<file path="config.mk">
export PLATFORM = sky130hd
export DESIGN_NAME = joy_input
export DESIGN_NICKNAME = d
export VERILOG_FILES = /design/src/rtl/joy_input.sv
export SDC_FILE = /design/constraint.sdc
export NUM_CORES = 1
export LEC_CHECK = 0
export BUFFER_PORTS_ARGS = -buffer_cell sky130_fd_sc_hd__buf_2
export CAP_MARGIN = 20
export CORE_ASPECT_RATIO = 1.1
export CORE_MARGIN = 5
export CORE_UTILIZATION = 48
export DETAILED_ROUTE_END_ITERATION = 8
export PLACE_DENSITY = 0.62
export SLEW_MARGIN = 20
export SYNTH_ARGS = -nofsm -noshare
export SYNTH_HDL_FRONTEND = slang
export SYNTH_SLANG_ARGS = --single-unit
</file>
<file path="constraint.sdc">
create_clock -name clk -period 4.23 [get_ports clk]
set_input_delay 0.6345 -clock clk [delete_from_list [all_inputs] [get_ports clk]]
set_output_delay 0.6345 -clock clk [all_outputs]
set_load 0.01 [all_outputs]
</file>
<file path="src/rtl/joy_input.sv">
// joy_input: conditions raw board inputs (five joystick buttons, eight slide
// switches) into clean, clock-synchronous levels and one-cycle event pulses.
// Every channel is synchronised with two flops and debounced on its own.
// Joystick channels add a press auto-repeat while the button is held.
//
// Handshake note: this block has no valid/ready traffic. Every event output
// is a registered single-cycle pulse aligned with the matching *_state
// change, and consumers sample it on the same rising edge of clk.
module joy_input #(
    parameter int DEBOUNCE_CYCLES = 50000,
    parameter int REPEAT_DELAY    = 25000000,
    parameter int REPEAT_PERIOD   = 5000000
) (
    input  logic       clk,
    input  logic       reset,
    input  logic       joy_up,
    input  logic       joy_down,
    input  logic       joy_left,
    input  logic       joy_right,
    input  logic       joy_select,
    input  logic [7:0] switch,
    output logic [4:0] joy_state,
    output logic [4:0] joy_press,
    output logic [4:0] joy_release,
    output logic [7:0] switch_state,
    output logic       switch_changed
);

    // Channel map: [4:0] joystick {select,right,left,down,up}, [12:5] switches.
    localparam int NJOY = 5;
    localparam int NSW  = 8;
    localparam int NCH  = NJOY + NSW;

    // Debounce counter only has to hold values up to DEBOUNCE_CYCLES-1,
    // since the level flips on the cycle the count would reach DEBOUNCE_CYCLES.
    localparam int             DBW     = $clog2(DEBOUNCE_CYCLES + 1);
    localparam logic [DBW-1:0] DB_LAST = DBW'(DEBOUNCE_CYCLES - 1);

    // Repeat counter is shared between the DELAY and REPEAT phases, so it is
    // sized for the longer of the two intervals (and at least one bit).
    localparam int RMAX0 = (REPEAT_DELAY > REPEAT_PERIOD) ? REPEAT_DELAY : REPEAT_PERIOD;
    localparam int RMAX  = (RMAX0 < 1) ? 1 : RMAX0;
    localparam int RW    = $clog2(RMAX + 1);
    localparam logic [RW-1:0] RD_LAST = RW'((REPEAT_DELAY  > 0) ? REPEAT_DELAY  - 1 : 0);
    localparam logic [RW-1:0] RP_LAST = RW'((REPEAT_PERIOD > 0) ? REPEAT_PERIOD - 1 : 0);

    // Per-joystick-channel auto-repeat state.
    typedef enum logic [1:0] {
        REP_IDLE   = 2'd0,
        REP_DELAY  = 2'd1,
        REP_REPEAT = 2'd2
    } rep_state_t;

    logic [NCH-1:0]  raw;
    logic [NCH-1:0]  s1;
    logic [NCH-1:0]  s2;
    logic [NCH-1:0]  stable;
    logic [NCH-1:0]  flip;
    logic [NJOY-1:0] rise;
    logic [NJOY-1:0] fall;
    logic [NJOY-1:0] press_next;

    // Repeat FSM state of every joystick channel, visible for debug/checkers.
    rep_state_t rep_state_dbg [NJOY];

    assign raw = {switch, joy_select, joy_right, joy_left, joy_down, joy_up};

    // Two-flop synchroniser for all channels; raw pins are asynchronous.
    always_ff @(posedge clk) begin
        if (reset) begin
            s1 <= '0;
            s2 <= '0;
        end else begin
            s1 <= raw;
            s2 <= s1;
        end
    end

    // Per-channel debouncer: counts consecutive cycles where the synchronised
    // input disagrees with the stable level; any agreement restarts the count.
    for (genvar ch = 0; ch < NCH; ch++) begin : g_db
        logic           stable_q;
        logic [DBW-1:0] cnt_q;

        // Debounce counter and stable level register.
        always_ff @(posedge clk) begin
            if (reset) begin
                stable_q <= 1'b0;
                cnt_q    <= '0;
            end else if (s2[ch] == stable_q) begin
                cnt_q <= '0;
            end else if (cnt_q == DB_LAST) begin
                stable_q <= s2[ch];
                cnt_q    <= '0;
            end else begin
                cnt_q <= cnt_q + DBW'(1);
            end
        end

        assign stable[ch] = stable_q;
        // Flip is the combinational "stable level changes at this edge" strobe.
        assign flip[ch]   = (s2[ch] != stable_q) && (cnt_q == DB_LAST);
    end

    assign rise = flip[NJOY-1:0] & s2[NJOY-1:0];
    assign fall = flip[NJOY-1:0] & ~s2[NJOY-1:0];

    // Per-joystick auto-repeat FSM.
    for (genvar j = 0; j < NJOY; j++) begin : g_rep
        rep_state_t    state_q;
        rep_state_t    state_d;
        logic [RW-1:0] rcnt_q;
        logic [RW-1:0] rcnt_d;
        logic          press_d;

        // Repeat FSM state and interval counter registers.
        always_ff @(posedge clk) begin
            if (reset) begin
                state_q <= REP_IDLE;
                rcnt_q  <= '0;
            end else begin
                state_q <= state_d;
                rcnt_q  <= rcnt_d;
            end
        end

        // Next-state and press decision; a debounced fall always wins over a
        // repeat that would otherwise fire on the same cycle.
        always_comb begin
            state_d = state_q;
            rcnt_d  = rcnt_q;
            press_d = 1'b0;
            case (state_q)
                REP_IDLE: begin
                    if (rise[j]) begin
                        press_d = 1'b1;
                        // With no repeat delay the channel just sits in IDLE while held.
                        if (REPEAT_DELAY != 0) begin
                            state_d = REP_DELAY;
                            rcnt_d  = '0;
                        end
                    end
                end
                REP_DELAY: begin
                    if (fall[j]) begin
                        state_d = REP_IDLE;
                        rcnt_d  = '0;
                    end else if (rcnt_q == RD_LAST) begin
                        press_d = 1'b1;
                        state_d = REP_REPEAT;
                        rcnt_d  = '0;
                    end else begin
                        rcnt_d = rcnt_q + RW'(1);
                    end
                end
                REP_REPEAT: begin
                    if (fall[j]) begin
                        state_d = REP_IDLE;
                        rcnt_d  = '0;
                    end else if (rcnt_q == RP_LAST) begin
                        press_d = 1'b1;
                        rcnt_d  = '0;
                    end else begin
                        rcnt_d = rcnt_q + RW'(1);
                    end
                end
                default: begin
                    state_d = REP_IDLE;
                    rcnt_d  = '0;
                end
            endcase
        end

        assign press_next[j]    = press_d;
        assign rep_state_dbg[j] = state_q;
    end

    // Registered event pulses, aligned with the stable level update.
    always_ff @(posedge clk) begin
        if (reset) begin
            joy_press      <= '0;
            joy_release    <= '0;
            switch_changed <= 1'b0;
        end else begin
            joy_press      <= press_next;
            joy_release    <= fall;
            switch_changed <= |flip[NCH-1:NJOY];
        end
    end

    assign joy_state    = stable[NJOY-1:0];
    assign switch_state = stable[NCH-1:NJOY];

endmodule

</file>
After elaboration in Yosys (flattened, before gate mapping):

Cells that the tools add are included.

* memories: 0
* register bits after elaboration: 393
* bits in latches: 0
* ROM bits: 0
* memory bits (writable): 0

* reductions and logical operators: 50
* mux-type cells: 85
* $lt $le $gt $ge: 0
* add/subtract/negate cells: 18
* bitwise logic cells: 16
* shifts and indexed selects: 0
* eq/ne operators: 74
* multipliers: 0
* div/mod/pow operators: 0

Operators by type and width (number)
* 25-bit 2-to-1 mux: 25
* 25-bit case mux with 3 select lines: 5
* 16-bit by 1-bit adder with 16-bit output (second input constant): 13
* 16-bit == test (second input constant): 13
* 25-bit by 1-bit adder with 25-bit output (second input constant): 5
* 25-bit by 23-bit == test with 1-bit output (second input constant): 5
* 25-bit == test (second input constant): 5
* 2-bit 2-to-1 mux: 20
* 3-bit OR reduction: 13
* 2-bit case mux with 3 select lines: 5
* 2-bit AND reduction: 13
* 1-bit 2-to-1 mux: 25
* 2-bit != test (second input constant): 10
* 3-bit != test (second input constant): 5
* 1-bit case mux with 3 select lines: 5
* 3-bit AND reduction: 5
* 1-bit == test: 13
* 1-bit logical AND: 13
* 1-bit != test: 13
* 1-bit NOT: 13
* 5-bit bitwise AND: 2
* 2-bit by 1-bit == test with 1-bit output (second input constant): 5
* 2-bit == test (second input constant): 5
* 2-bit zero test: 5
* other kinds (2): 2

Depth between registers and ports, before layout:

Gate-level depths: netlist (run 1).

* depth after elaboration: 5
* depth in mapped cells: 9
* mapped depth without buffers: 7

Worst setup path after synthesis (run 1):

Ideal clock, no wire load.

* path type: register to register
* from: reg g_rep[2].rcnt_q[7]
* to: reg g_rep[2].rcnt_q[11]
* setup slack: 1.952 ns
* clock period less this slack: 2.278 ns
* arrival: 2.164 ns
* cell stages (with the launch flop): 9
* buffers on the path: 2
* data required time: 4.115 ns
* path through: dfxtp_1 buf_2 or4_1 nor4_2 a31oi_1 o211a_2 o21ai_4 buf_6 nor2_1

* word-level cells in the longest chain between the ends: 4
* elaborated cells on any way between the ends: 8

RTL lines
* start: declaration: line 112 `logic [RW-1:0] rcnt_q;`
* start signal: assignment: line 123 `rcnt_q <= rcnt_d;`
* 25-bit by 1-bit adder with 25-bit output (tied with other cells): line 153, 164
* 25-bit 2-to-1 mux, on equally long branches: line 160, 148
* 25-bit 2-to-1 mux, on equally long branches: line 157, 145
* 25-bit case mux with 3 select lines (*): line 133 `case (state_q)`

Every way passes the cells marked *; elsewhere a longest branch is shown, timed or not.
A chain may end at the register's enable or synchronous reset.

Final worst setup path (run 1):

* from: reg g_rep[3].rcnt_q[0]
* to: reg g_rep[3].rcnt_q[20]

* word-level cells in the longest chain between the ends: 4
* elaborated cells on any way between the ends: 8

RTL lines (line)
* start: declaration: 112
* start signal: assignment: 123
* 25-bit by 1-bit adder with 25-bit output (tied with other cells): 153, 164
* 25-bit 2-to-1 mux, on equally long branches: 160, 148
* 25-bit 2-to-1 mux, on equally long branches: 157, 145
* 25-bit case mux with 3 select lines (*): 133

Marks and branches as above.

==> flow_summary.toml, run 1 <==
[clocking]
postCtsHoldBufs = 0
cts_buffer_depth = 3
cts_buffers = 44
clock_latency_ns = 0.56
cts_tree = "done"
clkTransAtPathRegs_ns = 0.06
cts_setup_buffers = 0
clock_sinks = 393
cts_resized = 0
clockRootBuffer = "clkbuf_16"
htreeDepth = 2

[synthesis]
ys_types = 65
synthSimpleGateAreaFrac = 0.311
yosys.area.top_type = "dfxtp_1"
synthMuxAreaShare = 0.00674
synth_area_sq_um = 17800
yosys_register_bits = 393
synth_compound_area_frac = 0.0527
yosysSeqAreaShare = 0.441
synth_fa_ha_area_frac = 0.0267
syn_inst = 2078
syn_nets = 2131
synth-xor-area-share = 0.131
synth_top_area_frac = 0.441
syn_avg_cell_area_sq_um = 8.58
synth_top_family_by_area = "simple AND/OR/NAND/NOR gates"
async_reset_ff_frac = 0
yosysMostFrequentCell = "dfxtp_1"
synth_edf_count = 0
yosys-top-cells-area = "dfxtp_1 (44%), nor2_1 (7.8%), xor2_1 (6.6%)"
synth_common_cells = "dfxtp_1 (393), nor2_1 (369), nand2_1 (161), xor2_1 (134), xnor2_1 (133)"
ys.flop_type = "dfxtp_1"
yosysWarnings = 0

[floorplan]
core_region_area_sq_um = 36900
die_w_microns = 194
die_h_microns = 212
initial_utilization = 0.482
fp-row-count = 74
die-area_sq_um = 41100
io_pins = 39

[setup_path]
reg2reg_depth = 7
cp-start-kind = "register"
worstPathArrival_ns = 3.34
path_max_fanout = 25
worstSetupPathType = "register to register"
rrSetupSlack_ns = 1.29
endpoint_kind = "register"
worstPathRequired_ns = 4.63

[place]
gp_congestion = 0.814
port_buffers = 38
place_hpwl_microns = 23100

[final_layout]
diodes = 0
finish.utilization = 0.537
drive_gt1_frac = 0.0654
fill_cells = 3382
nets = 2146
syn2layout_area_growth_pct = 11.4

[grt]
grt_max_degree = 97
grt_overflow_total = 0
antenna_found_initial = 0
track_usage = 0.168
grt_pass1_vias = 13407
grt_pass1_wl_microns = 60800

[power]
irDropWorstVdd_v = 0.000294
powerDensity_nw_per_um2 = 390
p_leak_nw = 6.63

[routing]
routed_wl_microns = 34700
wirelength_met1_microns = 16500
wl_per_cell_microns = 13.2
avgViaCountPerCell = 5.30
drc = 0
wl_met2_microns = 16200
drtIter0Drc = 564
topRoutingLayerUsed = "met4"
first_pass_iters = 5
wl_met3_microns = 1270
route.vias.total = 13903
postRouteAntennaNets = 0

[timing]
max_slew_margin = 0.360
fin_crit_sh = 0.695
worstMarginPinSlew_ns = 0.957
whs_ns = 0.288
rsz0062_at_grt = "false"
tns_ns = 0
clock_skew_ns = 0.0106
fmax_mhz = 340
setup_viol = 0
drv_slew = 0
finalCriticalPeriod_ns = 2.94
hold_violations = 0

[flow_run]
drv_cap = 0

[worst_hold_path]
hp-class = "input pin to register"
hold-path-cell-count = 2

[outcome]
status = "complete, no violations"
-- placed cells by master, fill, tap and decap left out, types with 29 or more instances in the layout --
cell type and n:
dfxtp_1 393, nor2_1 369, nand2_1 161, xor2_1 134, xnor2_1 133, nand3_1 129, nand4_1 94, and3_1 61
nor3_1 58, a21oi_1 55, clkbuf_16 45, inv_1 44, o21ai_0 41, ha_1 38, buf_2 37, or3_1 33
nor2b_1 29
-- worst max-delay path, stage by stage (launching register included) --
cell     delay (ns)
dfxtp_1        0.42
ha_1           0.27
nor4b_1        0.25
nand4_1        0.19
o41ai_1        0.57
o21ai_0        0.21
nand3_1        0.76
nor2_1         0.12
-- layout make-up --
type                       count  area (sq um)  area share
clock buffer                  64          1330      0.0669
clock inverter                16           196     0.00990
inverter                      44           165     0.00832
multi-input combinational   1565          9420       0.474
sequential                   393          7870       0.396
tap                          494           618      0.0311
timing repair buffer          45           258      0.0130
-- power by group --
part           internal, mW  switching [mW]  leakage, nW
Sequential             3.72         0.00833         3.17
Combinational        0.0214          0.0584         2.70
Clock                  2.42            1.51        0.758
Total                  6.16            1.57         6.63
-- registers in the layout, summed over array words and instances, names as in the netlist --
name,count
g_db.cnt_q,208
g_db.stable_q,13
g_rep.rcnt_q,125
g_rep.state_q,10
joy_press,5
joy_release,5
s1,13
s2,13
switch_changed,1
-- cells by family (layout without fill, tap and decap cells) --
logic type,after synthesis,in the layout
and+or+nand+nor,1091,1091
buffers and inverters,120,169
muxes,12,12
AOI/OAI and AO/OA,157,157
xor gates and xnor gates,267,267
DFF,393,393
adders and majority gates,38,38
-- path summary, 6_finish.rpt --
check                                      endpoint               start
worst max-delay path            g_rep[3].rcnt_q[20]  g_rep[3].rcnt_q[0]
worst min-delay path                          s1[9]           switch[4]
worst max register to register  g_rep[3].rcnt_q[20]  g_rep[3].rcnt_q[0]
worst min register to register     g_db[3].cnt_q[0]    g_db[3].cnt_q[0]
-- stage by stage --
step           setup WS (ns)  instance area [sq um]  std cells  total power [mW]
2_1_floorplan           1.95                  17800       2078              3.86
3_3_place_gp            1.44                  18300       2541              3.89
3_5_place_dp            1.28                  18300       2541              3.89
4_1_cts                 1.29                  19800       2621              7.88
5_1_grt                0.959                  19800       2621              8.04
6_report                1.29                  19800       2621              7.74
-- per-layer routing --
metal / vias up / GRT usage
li1: 7207 / -
met3: 62 / 0.0363
met5: - / 0
met2: 148 / 0.290
met4: 0 / 0.0491
met1: 6486 / 0.213
Power figures use the tool's default switching activity.
==> run 2, diff against run 1 <==
clock period = 2.8 ns   (was 4.23 ns; I/O delays follow)
==> run 2 against run 1 <==
- via count grew 0.37%
- hold slack lost 0.21 ns
- first-iteration DRC count grew 13%
- setup slack lost 1.0 ns
- sequential power grew 51%
- clock power grew 46%
- critical path depth shrank 1
- clock skew grew 0.0043 ns
- die area is the same
- total power grew 48%
- count of clock-buffer cells in the layout shrank 4
- cell count grew 0.46%
- largest power group unchanged
- highest routed layer unchanged
==> flow_summary.toml, run 2 (synthesis gave the netlist of run 1 again) <==
[outcome]
status = "complete, no violations"

[floorplan]
io_pins = 39
fp-row-count = 74
die-area_sq_um = 41100
die_h_microns = 212
initial_utilization = 0.482
core_region_area_sq_um = 36900
die_w_microns = 194

[flow_run]
drv_cap = 0

[clocking]
cts_resized = 0
cts_setup_buffers = 0
htreeDepth = 2
cts_buffers = 44
clkTransAtPathRegs_ns = 0.06
cts_buffer_depth = 3
clock_latency_ns = 0.55
cts_tree = "done"
clock_sinks = 393
clockRootBuffer = "clkbuf_16"
postCtsHoldBufs = 0

[grt]
grt_pass1_vias = 13514
met2_usage = 0.293
track_usage = 0.169
antenna_found_initial = 0
grt_max_degree = 50
grt_pass1_wl_microns = 61600
grt_use_met1 = 0.217
use_met3 = 0.0288
top_usage_layer = "met2"
grt_overflow_total = 0

[power]
irDropWorstVdd_v = 0.000366
netSwitchingPower_mw = 2.36
p_leak_nw = 6.66
p_seq_frac = 0.490
powerDensity_nw_per_um2 = 578
comb_power_share = 0.011
p_int_mw = 9.12
fin_total_pwr_mw = 11.5
swShare = 0.206
clkPwrFrac = 0.499

[worst_hold_path]
hp-class = "input pin to register"

[timing]
finalWorstSetupSlack_ns = 0.249
drv_slew = 0
worstMarginPinSlew_ns = 0.678
whs_ns = 0.0794
fin_crit_sh = 0.911
finalCriticalPeriod_ns = 2.55
fmax_mhz = 392
max_slew_margin = 0.548
tns_ns = 0
rsz0062_at_grt = "false"
hold_violations = 0
clock_skew_ns = 0.0149
setup_viol = 0

[routing]
postRouteAntennaNets = 0
drc = 0
route.vias.total = 13955
wl_per_cell_microns = 13.2
routed_wl_microns = 34900
avgViaCountPerCell = 5.30
drtIter0Drc = 635
first_pass_iters = 5

[place]
port_buffers = 38
place_hpwl_microns = 23600
gp_congestion = 0.854
post-place-ws_ns = 0.238

[setup_path]
endpoint_kind = "register"
worstSetupPathType = "register to register"
worstPathArrival_ns = 2.97
worstPathRequired_ns = 3.22
path_max_fanout = 25
cp-start-kind = "register"

[final_layout]
nets = 2160
final_common_cell = "dfxtp_1"
drive_gt1_frac = 0.0692
final_cell_mix = "dfxtp_1 (393), nor2_1 (369), nand2_1 (161)"
largest_reg_flops = 208
diodes = 0
regMostFlops = "g_db.cnt_q"
fill_cells = 3395
syn2layout_area_growth_pct = 11.5
top_regs = "g_db.cnt_q x208, g_rep.rcnt_q x125"
run 2: layout make-up:
class	count	area, sq um	area share
inverters	44	165	0.00831
repair buffers	59	363	0.0183
well taps	494	618	0.0311
clock buffers	60	1240	0.0625
clock inverters	18	200	0.0101
multi-input cells	1565	9420	0.474
flip-flops and latches	393	7870	0.396
run 2: final timing paths:
| check | from | to | slack, ns | cells after the start |
|---|---|---|---|---|
| setup reg to reg | g_rep[1].rcnt_q[19] | g_rep[1].rcnt_q[5] | 0.25 | 6 |
| hold reg to reg | s1[6] | s2[6] | 0.43 | 1 |
| hold / removal | joy_down | s1[1] | 0.08 | 2 |
| setup / recovery | g_rep[1].rcnt_q[19] | g_rep[1].rcnt_q[5] | 0.25 | 6 |
run 2: critical path, cell delays in order (launching register included):
cell and delay [ns]:
dfxtp_1 0.42, and4_1 0.27, or4b_2 0.63, o41a_1 0.39
o211ai_2 0.17, a21o_2 0.42, nor2_1 0.11
run 2: per-stage QoR:
stage | cell area, sq um | instances | utilization
CTS | 19900 | 2633 | 0.538
floorplan | 17800 | 2078 | -
global route | 19900 | 2633 | 0.538
global placement | 18400 | 2555 | 0.499
finish | 19900 | 2633 | 0.538
detailed placement | 18400 | 2555 | 0.499
run 2: routing by layer:
metal	wire, microns	vias up
met4	806	0
met1	16500	6501
met3	1200	58
met2	16400	164
met5	0	-
li1	-	7232
run 2: power by group through the flow:
stage	clock network, mW	registers [mW]	logic (mW)
3_3_place_gp	0	5.75	0.126
6_report	5.73	5.63	0.123
2_1_floorplan	0	5.75	0.0894
4_1_cts	5.93	5.63	0.127
3_5_place_dp	0	5.75	0.126
5_1_grt	6.14	5.63	0.140
